$ cat src/rtl/dcache_bus_responder_pkg.sv
// Shared definitions for the D-cache bus responder.
//   READ/WRITE : encodings of bus_rw
//   BEATS      : words per cache block (fixed by the line size)
//   BLK_OFF_W  : byte-offset width of a block; these address bits are ignored
//   state_e    : responder FSM states
package dcache_bus_responder_pkg;

  localparam logic READ  = 1'b0;
  localparam logic WRITE = 1'b1;

  localparam int unsigned BEATS      = 16;
  localparam int unsigned BEAT_CNT_W = 5;
  localparam int unsigned BLK_OFF_W  = 6;

  typedef enum logic [2:0] {
    StIdle,
    StWait,
    StRd,
    StWr,
    StDone
  } state_e;

  // Block-aligned byte address: low offset bits forced to zero.
  function automatic logic [31:0] block_base(input logic [31:0] addr);
    return {addr[31:BLK_OFF_W], {BLK_OFF_W{1'b0}}};
  endfunction

endpackage

$ cat src/rtl/dcache_bus_responder_if.sv
// Simple cache bus between the D-cache (master) and a block memory responder (slave).
//   bus_as      : request strobe (level)
//   bus_rw      : READ block refill / WRITE block write-back
//   bus_rd_addr : block byte address for reads
//   bus_wr_addr : block byte address for writes
//   bus_wr_data : write-back word, sampled in each bus_ready cycle of a write
//   bus_rd_data : refill word, valid in bus_ready cycles of a read
//   bus_ready   : one pulse per beat
interface dcache_bus_responder_if;
  import dcache_bus_responder_pkg::*;

  logic        bus_as;
  logic        bus_rw;
  logic [31:0] bus_rd_addr;
  logic [31:0] bus_wr_addr;
  logic [31:0] bus_wr_data;
  logic [31:0] bus_rd_data;
  logic        bus_ready;

  modport master (
    output bus_as, bus_rw, bus_rd_addr, bus_wr_addr, bus_wr_data,
    input  bus_rd_data, bus_ready
  );

  modport slave (
    input  bus_as, bus_rw, bus_rd_addr, bus_wr_addr, bus_wr_data,
    output bus_rd_data, bus_ready
  );

endinterface

$ cat src/rtl/dcache_bus_responder.sv
// Memory-side responder for the D-cache block bus. Serves 16-word block reads (refill) and
// 16-word block writes (write-back) against a synchronous SRAM with 1-cycle read latency.
//   clk, reset : clock, asynchronous active-high reset
//   bus        : cache bus, slave side
//   mem_*      : SRAM port (enable, byte write enables, word address, write/read data)
//   busy       : high from request acceptance until the DONE state is left
// All outputs are registered.
module dcache_bus_responder
  import dcache_bus_responder_pkg::*;
#(
  parameter int unsigned MEM_AW      = 14,
  parameter int unsigned WAIT_CYCLES = 2
) (
  input  logic                   clk,
  input  logic                   reset,
  dcache_bus_responder_if.slave  bus,
  output logic                   mem_en,
  output logic [3:0]             mem_we,
  output logic [MEM_AW-1:0]      mem_addr,
  output logic [31:0]            mem_wdata,
  input  logic [31:0]            mem_rdata,
  output logic                   busy
);

  localparam logic [BEAT_CNT_W-1:0] BeatEnd  = BEAT_CNT_W'(BEATS);
  localparam logic [BEAT_CNT_W-1:0] BeatLast = BEAT_CNT_W'(BEATS - 1);
  localparam logic [3:0]            WaitLast = 4'(WAIT_CYCLES - 1);

  state_e                 state_q, state_d;
  logic                   rw_q, rw_d;
  logic [MEM_AW-1:0]      base_q, base_d;
  logic [3:0]             wait_q, wait_d;
  logic [BEAT_CNT_W-1:0]  iss_q, iss_d;     // SRAM reads issued / ready pulses raised
  logic [BEAT_CNT_W-1:0]  ret_q, ret_d;     // read words returned / SRAM writes issued
  logic                   rd_pend_q, rd_pend_d;
  logic                   rec_valid_q, rec_valid_d;
  logic                   rec_rw_q, rec_rw_d;
  logic [31:0]            rec_addr_q, rec_addr_d;
  logic                   ready_q, ready_d;
  logic [31:0]            rd_data_q, rd_data_d;
  logic                   mem_en_q, mem_en_d;
  logic [3:0]             mem_we_q, mem_we_d;
  logic [MEM_AW-1:0]      mem_addr_q, mem_addr_d;
  logic [31:0]            mem_wdata_q, mem_wdata_d;
  logic                   busy_q, busy_d;

  logic [31:0] req_addr;
  logic        new_req;
  logic        accept;
  logic        start;

  assign req_addr = block_base(bus.bus_rw ? bus.bus_wr_addr : bus.bus_rd_addr);
  // A held request that was already served must not start a second burst.
  assign new_req  = bus.bus_as &&
                    (!rec_valid_q || (bus.bus_rw != rec_rw_q) || (req_addr != rec_addr_q));

  always_comb begin
    state_d     = state_q;
    rw_d        = rw_q;
    base_d      = base_q;
    wait_d      = wait_q;
    iss_d       = iss_q;
    ret_d       = ret_q;
    // SRAM data for a read issued last cycle is on mem_rdata this cycle.
    rd_pend_d   = mem_en_q && (mem_we_q == 4'h0);
    rec_valid_d = rec_valid_q;
    rec_rw_d    = rec_rw_q;
    rec_addr_d  = rec_addr_q;
    busy_d      = busy_q;
    ready_d     = 1'b0;
    rd_data_d   = '0;
    mem_en_d    = 1'b0;
    mem_we_d    = 4'h0;
    mem_addr_d  = '0;
    mem_wdata_d = '0;
    accept      = 1'b0;
    start       = 1'b0;

    unique case (state_q)
      StIdle: begin
        if (new_req) accept = 1'b1;
      end
      StWait: begin
        if (wait_q == WaitLast) start = 1'b1;
        else wait_d = wait_q + 4'd1;
      end
      StRd: begin
        if (iss_q < BeatEnd) begin
          mem_en_d   = 1'b1;
          mem_addr_d = base_q + MEM_AW'(iss_q);
          iss_d      = iss_q + 1'b1;
        end
        if (rd_pend_q) begin
          ready_d   = 1'b1;
          rd_data_d = mem_rdata;
          ret_d     = ret_q + 1'b1;
          if (ret_q == BeatLast) state_d = StDone;
        end
      end
      StWr: begin
        if (iss_q < BeatEnd) begin
          ready_d = 1'b1;
          iss_d   = iss_q + 1'b1;
        end
        // Word sampled at the end of a ready cycle is written in the following cycle.
        if (ready_q) begin
          mem_en_d    = 1'b1;
          mem_we_d    = 4'hF;
          mem_addr_d  = base_q + MEM_AW'(ret_q);
          mem_wdata_d = bus.bus_wr_data;
          ret_d       = ret_q + 1'b1;
          if (ret_q == BeatLast) state_d = StDone;
        end
      end
      StDone: begin
        if (!bus.bus_as) begin
          rec_valid_d = 1'b0;
          busy_d      = 1'b0;
          state_d     = StIdle;
        end else if (new_req) begin
          accept = 1'b1;
        end
      end
      default: state_d = StIdle;
    endcase

    if (accept) begin
      rw_d        = bus.bus_rw;
      base_d      = req_addr[MEM_AW+1:2];
      rec_valid_d = 1'b1;
      rec_rw_d    = bus.bus_rw;
      rec_addr_d  = req_addr;
      busy_d      = 1'b1;
      wait_d      = 4'd0;
      if (WAIT_CYCLES == 0) start = 1'b1;
      else state_d = StWait;
    end

    // Beat 0 is launched on the transition edge so the first ready lands WAIT_CYCLES+2
    // cycles after acceptance for reads.
    if (start) begin
      iss_d = BEAT_CNT_W'(1);
      ret_d = '0;
      if (rw_d == READ) begin
        state_d    = StRd;
        mem_en_d   = 1'b1;
        mem_addr_d = base_d;
      end else begin
        state_d = StWr;
        ready_d = 1'b1;
      end
    end
  end

  always_ff @(posedge clk or posedge reset) begin
    if (reset) begin
      state_q     <= StIdle;
      rw_q        <= READ;
      base_q      <= '0;
      wait_q      <= '0;
      iss_q       <= '0;
      ret_q       <= '0;
      rd_pend_q   <= 1'b0;
      rec_valid_q <= 1'b0;
      rec_rw_q    <= READ;
      rec_addr_q  <= '0;
      ready_q     <= 1'b0;
      rd_data_q   <= '0;
      mem_en_q    <= 1'b0;
      mem_we_q    <= 4'h0;
      mem_addr_q  <= '0;
      mem_wdata_q <= '0;
      busy_q      <= 1'b0;
    end else begin
      state_q     <= state_d;
      rw_q        <= rw_d;
      base_q      <= base_d;
      wait_q      <= wait_d;
      iss_q       <= iss_d;
      ret_q       <= ret_d;
      rd_pend_q   <= rd_pend_d;
      rec_valid_q <= rec_valid_d;
      rec_rw_q    <= rec_rw_d;
      rec_addr_q  <= rec_addr_d;
      ready_q     <= ready_d;
      rd_data_q   <= rd_data_d;
      mem_en_q    <= mem_en_d;
      mem_we_q    <= mem_we_d;
      mem_addr_q  <= mem_addr_d;
      mem_wdata_q <= mem_wdata_d;
      busy_q      <= busy_d;
    end
  end

  assign bus.bus_ready   = ready_q;
  assign bus.bus_rd_data = rd_data_q;
  assign mem_en          = mem_en_q;
  assign mem_we          = mem_we_q;
  assign mem_addr        = mem_addr_q;
  assign mem_wdata       = mem_wdata_q;
  assign busy            = busy_q;

endmodule
$ cat src/flat_wrapper.sv
// flat-port wrapper written by rule: the top's interface ports become plain ports
module dcache_bus_responder_flat import dcache_bus_responder_pkg::*;
#(
  parameter int unsigned MEM_AW      = 14,
  parameter int unsigned WAIT_CYCLES = 2
)
  (clk, reset, mem_en, mem_we, mem_addr, mem_wdata, mem_rdata, busy, bus_bus_as, bus_bus_rw, bus_bus_rd_addr, bus_bus_wr_addr, bus_bus_wr_data, bus_bus_rd_data, bus_bus_ready);
  dcache_bus_responder_if bus_i ();
  input  logic clk;
  input  logic reset;
  output logic mem_en;
  output logic [3:0] mem_we;
  output logic [MEM_AW-1:0] mem_addr;
  output logic [31:0] mem_wdata;
  input  logic [31:0] mem_rdata;
  output logic busy;
  input wire logic [$bits(bus_i.bus_as)-1:0] bus_bus_as;
  input wire logic [$bits(bus_i.bus_rw)-1:0] bus_bus_rw;
  input wire logic [$bits(bus_i.bus_rd_addr)-1:0] bus_bus_rd_addr;
  input wire logic [$bits(bus_i.bus_wr_addr)-1:0] bus_bus_wr_addr;
  input wire logic [$bits(bus_i.bus_wr_data)-1:0] bus_bus_wr_data;
  output wire logic [$bits(bus_i.bus_rd_data)-1:0] bus_bus_rd_data;
  output wire logic [$bits(bus_i.bus_ready)-1:0] bus_bus_ready;
  assign bus_i.bus_as = bus_bus_as;
  assign bus_i.bus_rw = bus_bus_rw;
  assign bus_i.bus_rd_addr = bus_bus_rd_addr;
  assign bus_i.bus_wr_addr = bus_bus_wr_addr;
  assign bus_i.bus_wr_data = bus_bus_wr_data;
  assign bus_bus_rd_data = bus_i.bus_rd_data;
  assign bus_bus_ready = bus_i.bus_ready;
  dcache_bus_responder #(.MEM_AW(MEM_AW), .WAIT_CYCLES(WAIT_CYCLES)) u_core (.clk(clk), .reset(reset), .bus(bus_i), .mem_en(mem_en), .mem_we(mem_we), .mem_addr(mem_addr), .mem_wdata(mem_wdata), .mem_rdata(mem_rdata), .busy(busy));
endmodule
$ cat config.mk
export PLATFORM = sky130hd
export DESIGN_NAME = dcache_bus_responder_flat
export DESIGN_NICKNAME = d
export VERILOG_FILES = /design/src/rtl/dcache_bus_responder_pkg.sv /design/src/rtl/dcache_bus_responder_if.sv /design/src/rtl/dcache_bus_responder.sv /design/src/flat_wrapper.sv
export SDC_FILE = /design/constraint.sdc
export NUM_CORES = 1
export LEC_CHECK = 0
export BUFFER_PORTS_ARGS = -buffer_cell sky130_fd_sc_hd__buf_4
export CAP_MARGIN = 20
export CORE_MARGIN = 4
export CORE_UTILIZATION = 50
export CTS_CLUSTER_SIZE = 20
export DETAILED_ROUTE_END_ITERATION = 8
export PLACE_DENSITY = 0.91
export SYNTH_ARGS = -nofsm -noshare
export SYNTH_HDL_FRONTEND = slang
export SYNTH_SLANG_ARGS = --single-unit
$ cat constraint.sdc
create_clock -name clk -period 5.7 [get_ports clk]
set_clock_uncertainty 0.2 [all_clocks]
set_input_delay 0.57 -clock clk [delete_from_list [all_inputs] [get_ports clk]]
set_output_delay 0.57 -clock clk [all_outputs]
set_load 0.01 [all_outputs]
==> summary.md <==
| Metric | Value |
|---|---|
| Status | finished clean |
| Hold-fix buffers, CTS | 0 |
| FP Rows | 40 |
| Vias in the first global route | 5161 |
| Post-synthesis mux area share | 0.1054 |
| Adder-Cell Fraction of Synth Area | 0.03598 |
| Post-route ant nets | 0 |
| Max Slew Vio Count | 0 |
| I/O pin total | 217 |
| Worst Path Required | 5.80 ns |
| Initial antenna violation count | 0 |
| Commonest non-fill, non-tap cells in the layout | buf_4 (207), dfrtp_1 (142), and2_1 (65) |
| H-tree depth | 4 |
| Synth Area in XOR/XNOR | 0.05396 |
| Layout cells sized above 1 | 0.3483 |
| Clk buf depth | 2 |
| Synthesized flop and latch total | around 140 |
| Gate Count Post-Synth | 538 |
| Post-CTS setup buffer count | 0 |
| Root Driver | clkbuf_16 |
| GP Congestion | 0.9188 |
| DR DRC count | 0 |
| CP max FO | 30 |
| Slew Limit Headroom | 0.3436 |
| Post-route cell area | 8546 um2 |
| Detail Placement HPWL | 11660 um |
| Mean Syn Cell Area | 11.77 um2 |
| Worst-skew pair later-pin latency | between 0.4 and 0.5 ns |
| Period minus WS final | about 3.2 ns |
| RR Startpoint | u_core.rec_addr_q[24]$_DFFE_PP0P_ |
| Leakage | 4.279 nW |
| First-pass GRT wire length | 25120 um |
| Slew @ Worst Pin | 0.9835 ns |
| Critical Path End | u_core.base_q[9]$_DFF_PP0_ |
| IO Port Bufs | 204 |
| Worst-path clk slew | 0.06 ns |
| Clock buffer count from CTS | 17 |
| GRT overflow | 0 |
| Die width | 120.5 um |
| Placed Instance Area | 7986 um2 |
| Crit start category | primary input |
| Resized cells post-CTS | 0 |
| Area share of and/or/nand/nor cells after synthesis | 0.1366 |
| Syn Nets | between 600 and 700 |
| Die area | around 15000 um2 |
| Hold slack | 0.1126 ns |
| Fmax | 0.3127 GHz |
| Kind of critical path | in2reg |
| Final Hold Vio Count | 0 |
| Crit path launch | bus_bus_rw |
| Clock tree sinks | 142 |
| CTS tree | yes |
| Drt pass-1 iters | 5 |
| Leading cell type in the layout, fill and taps excluded | buf_4 |
| Final setup viols | 0 |
| Largest family of logic cells by synthesized area | simple AND/OR/NAND/NOR gates |
| Reg2Reg Depth | 7 |
| Maximum VDD drop | around 0.24 mV |
| Routed Wire Length | 15670 um |
| Reg2reg setup slack | roughly 2.7 ns |
| Synth cell types | 43 |
| Ys Warns | 0 |
| Core Area | between 10000 and 15000 um2 |
| Worst EP arrival | 3.30 ns |
| Power Density | 463.9 nW/um2 |
| Gr usage total | 0.2226 |
| MaxCap Viol Count | 0 |
| Starting Density | 0.5183 |
| Drt wl/cell | ~17 um |
| Hold Path Class | in2async |
| Mapped Area | 6330 um2 |
| Total power | 3.964 mW |
| Vias | just under 5000 |
| Sequential area share after synthesis | 0.5614 |
| Synth-to-layout area growth | 35.01% |
| Post-route clock period utilization | 0.5610 |
| Synth Area in Compound Gates | 0.06938 |
| Final TNS setup | 0 ns |
| CP endpoint kind | flop |
| # diodes | 0 |
| R2r endpoint | u_core.base_q[9]$_DFF_PP0_ |
| Unrepaired setup endpoints after global routing | no |
| Vias per inst | 5.244 |
| Largest net degree at the start of global routing | 99 |
| Initial DRC Count | 387 |
| Fin nets | between 800 and 900 |
| Die Span Y | 120.5 um |
## final cells by class
| type | count | area [um2] |
|---|---|---|
| clock buffer | 24 | 471.7 |
| clock inverter | 7 | 87.58 |
| fill | 899 | 3666 |
| inverter | 30 | 117.6 |
| multi-input combinational | 345 | 2551 |
| sequential | 142 | 3553 |
| tap | 168 | 210.2 |
| timing repair buffer | 207 | 1554 |
## registers in the layout, indices dropped and copies added, names as in the netlist, 3 cells and up
| name | count |
|---|---|
| u_core.bus.bus_rd_data | 32 |
| u_core.mem_wdata | 32 |
| u_core.rec_addr_q | 26 |
| u_core.base_q | 14 |
| u_core.mem_addr | 14 |
| u_core.iss_q | 5 |
| u_core.ret_q | 5 |
| u_core.wait_q | 4 |
| u_core.state_q | 3 |
## worst min-delay path by stage
stage | start | end | slack (ns) | depth (start not counted)
after floorplan | u_core.base_q[10]$_DFF_PP0_ | u_core.mem_addr[10]$_DFF_PP0_ | 0.26 | 1
after global placement | u_core.mem_we[2]$_DFF_PP0_ | u_core.rd_pend_q$_DFF_PP0_ | 0.28 | 1
after detailed placement | u_core.mem_en$_DFF_PP0_ | u_core.rd_pend_q$_DFF_PP0_ | 0.28 | 1
after CTS | mem_rdata[28] | u_core.bus.bus_rd_data[28]$_DFF_PP0_ | 0.13 | 2
after global routing | mem_rdata[17] | u_core.bus.bus_rd_data[17]$_DFF_PP0_ | 0.14 | 2
final | reset | u_core.mem_wdata[10]$_DFF_PP0_ | 0.11 | 2
## cells in the mapped netlist
| cell | n | area, um2 |
|---|---|---|
| a22oi_1 | 2 | 15.01 |
| nand3_1 | 4 | 20.02 |
| xnor2_1 | 28 | 245.2 |
| ha_1 | 15 | 187.7 |
| nor3_1 | 6 | 30.03 |
| or3_1 | 2 | 12.51 |
| xor2_1 | 11 | 96.34 |
| and4_1 | 1 | 8.760 |
| nand2_1 | 25 | 93.84 |
| o2111a_1 | 1 | 11.26 |
| nor3b_1 | 2 | 15.01 |
| o21ai_0 | 20 | 100.1 |
| and2_1 | 65 | 406.6 |
| nand2b_1 | 5 | 31.28 |
| dfrtp_1 | 142 | 3553 |
| o221ai_1 | 2 | 17.52 |
| a222oi_1 | 1 | 10.01 |
| nor2b_1 | 9 | 56.30 |
| o211ai_1 | 3 | 22.52 |
| a21oi_1 | 10 | 50.05 |
| buf_4 | 5 | 37.54 |
| a32oi_1 | 1 | 8.760 |
| a22o_1 | 1 | 8.760 |
| fa_1 | 2 | 40.04 |
| o31ai_1 | 10 | 75.07 |
| a221oi_1 | 1 | 8.760 |
| a21boi_0 | 2 | 15.01 |
| mux2i_1 | 34 | 340.3 |
| o21a_1 | 5 | 37.54 |
| a21o_1 | 1 | 7.510 |
| and3_1 | 4 | 25.02 |
| clkbuf_1 | 10 | 37.54 |
| inv_1 | 30 | 112.6 |
| mux2_4 | 3 | 45.04 |
| nor2_1 | 29 | 108.9 |
| buf_2 | 3 | 15.01 |
| o2111ai_1 | 1 | 8.760 |
| buf_6 | 3 | 33.78 |
| nor4_1 | 1 | 6.260 |
| a211oi_1 | 3 | 22.52 |
| nand4_1 | 8 | 50.05 |
| mux2_2 | 25 | 281.5 |
| a221o_1 | 2 | 20.02 |
## logic make-up after synthesis
kind of cell    Yosys count
buf+inv                  51
compound gates           66
fa+ha+maj                17
simple gates            161
xor+xnor                 39
flops                   142
mux                      62
## metal layers
metal / track usage / wire length, um
met5: 0 / 0
met4: 0.1197 / 631
met3: 0.07530 / 1247
met2: 0.3818 / 8294
met1: 0.2429 / 5494
## critical path, cell delays in order
cell,delay (ns)
buf_4,0.37
mux2_2,0.43
xnor2_1,0.13
o2111ai_1,0.14
nor4_1,0.14
a21oi_4,0.64
buf_4,0.48
mux2_2,0.39
## per-stage QoR
step	utilization	worst slack [ns]	cells
after floorplan	-	1.120	538
after CTS	0.6998	2.494	923
final	0.6998	2.502	923
after detailed placement	0.6540	2.093	892
after global placement	0.6540	2.180	892
after global routing	0.6998	2.384	923
## power by group
group	switching [mW]	internal, mW	total (mW)
registers	0.217	1.33	1.55
logic	0.706	0.657	1.36
clock network	0.391	0.661	1.05
No activity file was read; power rests on OpenSTA's default activity.
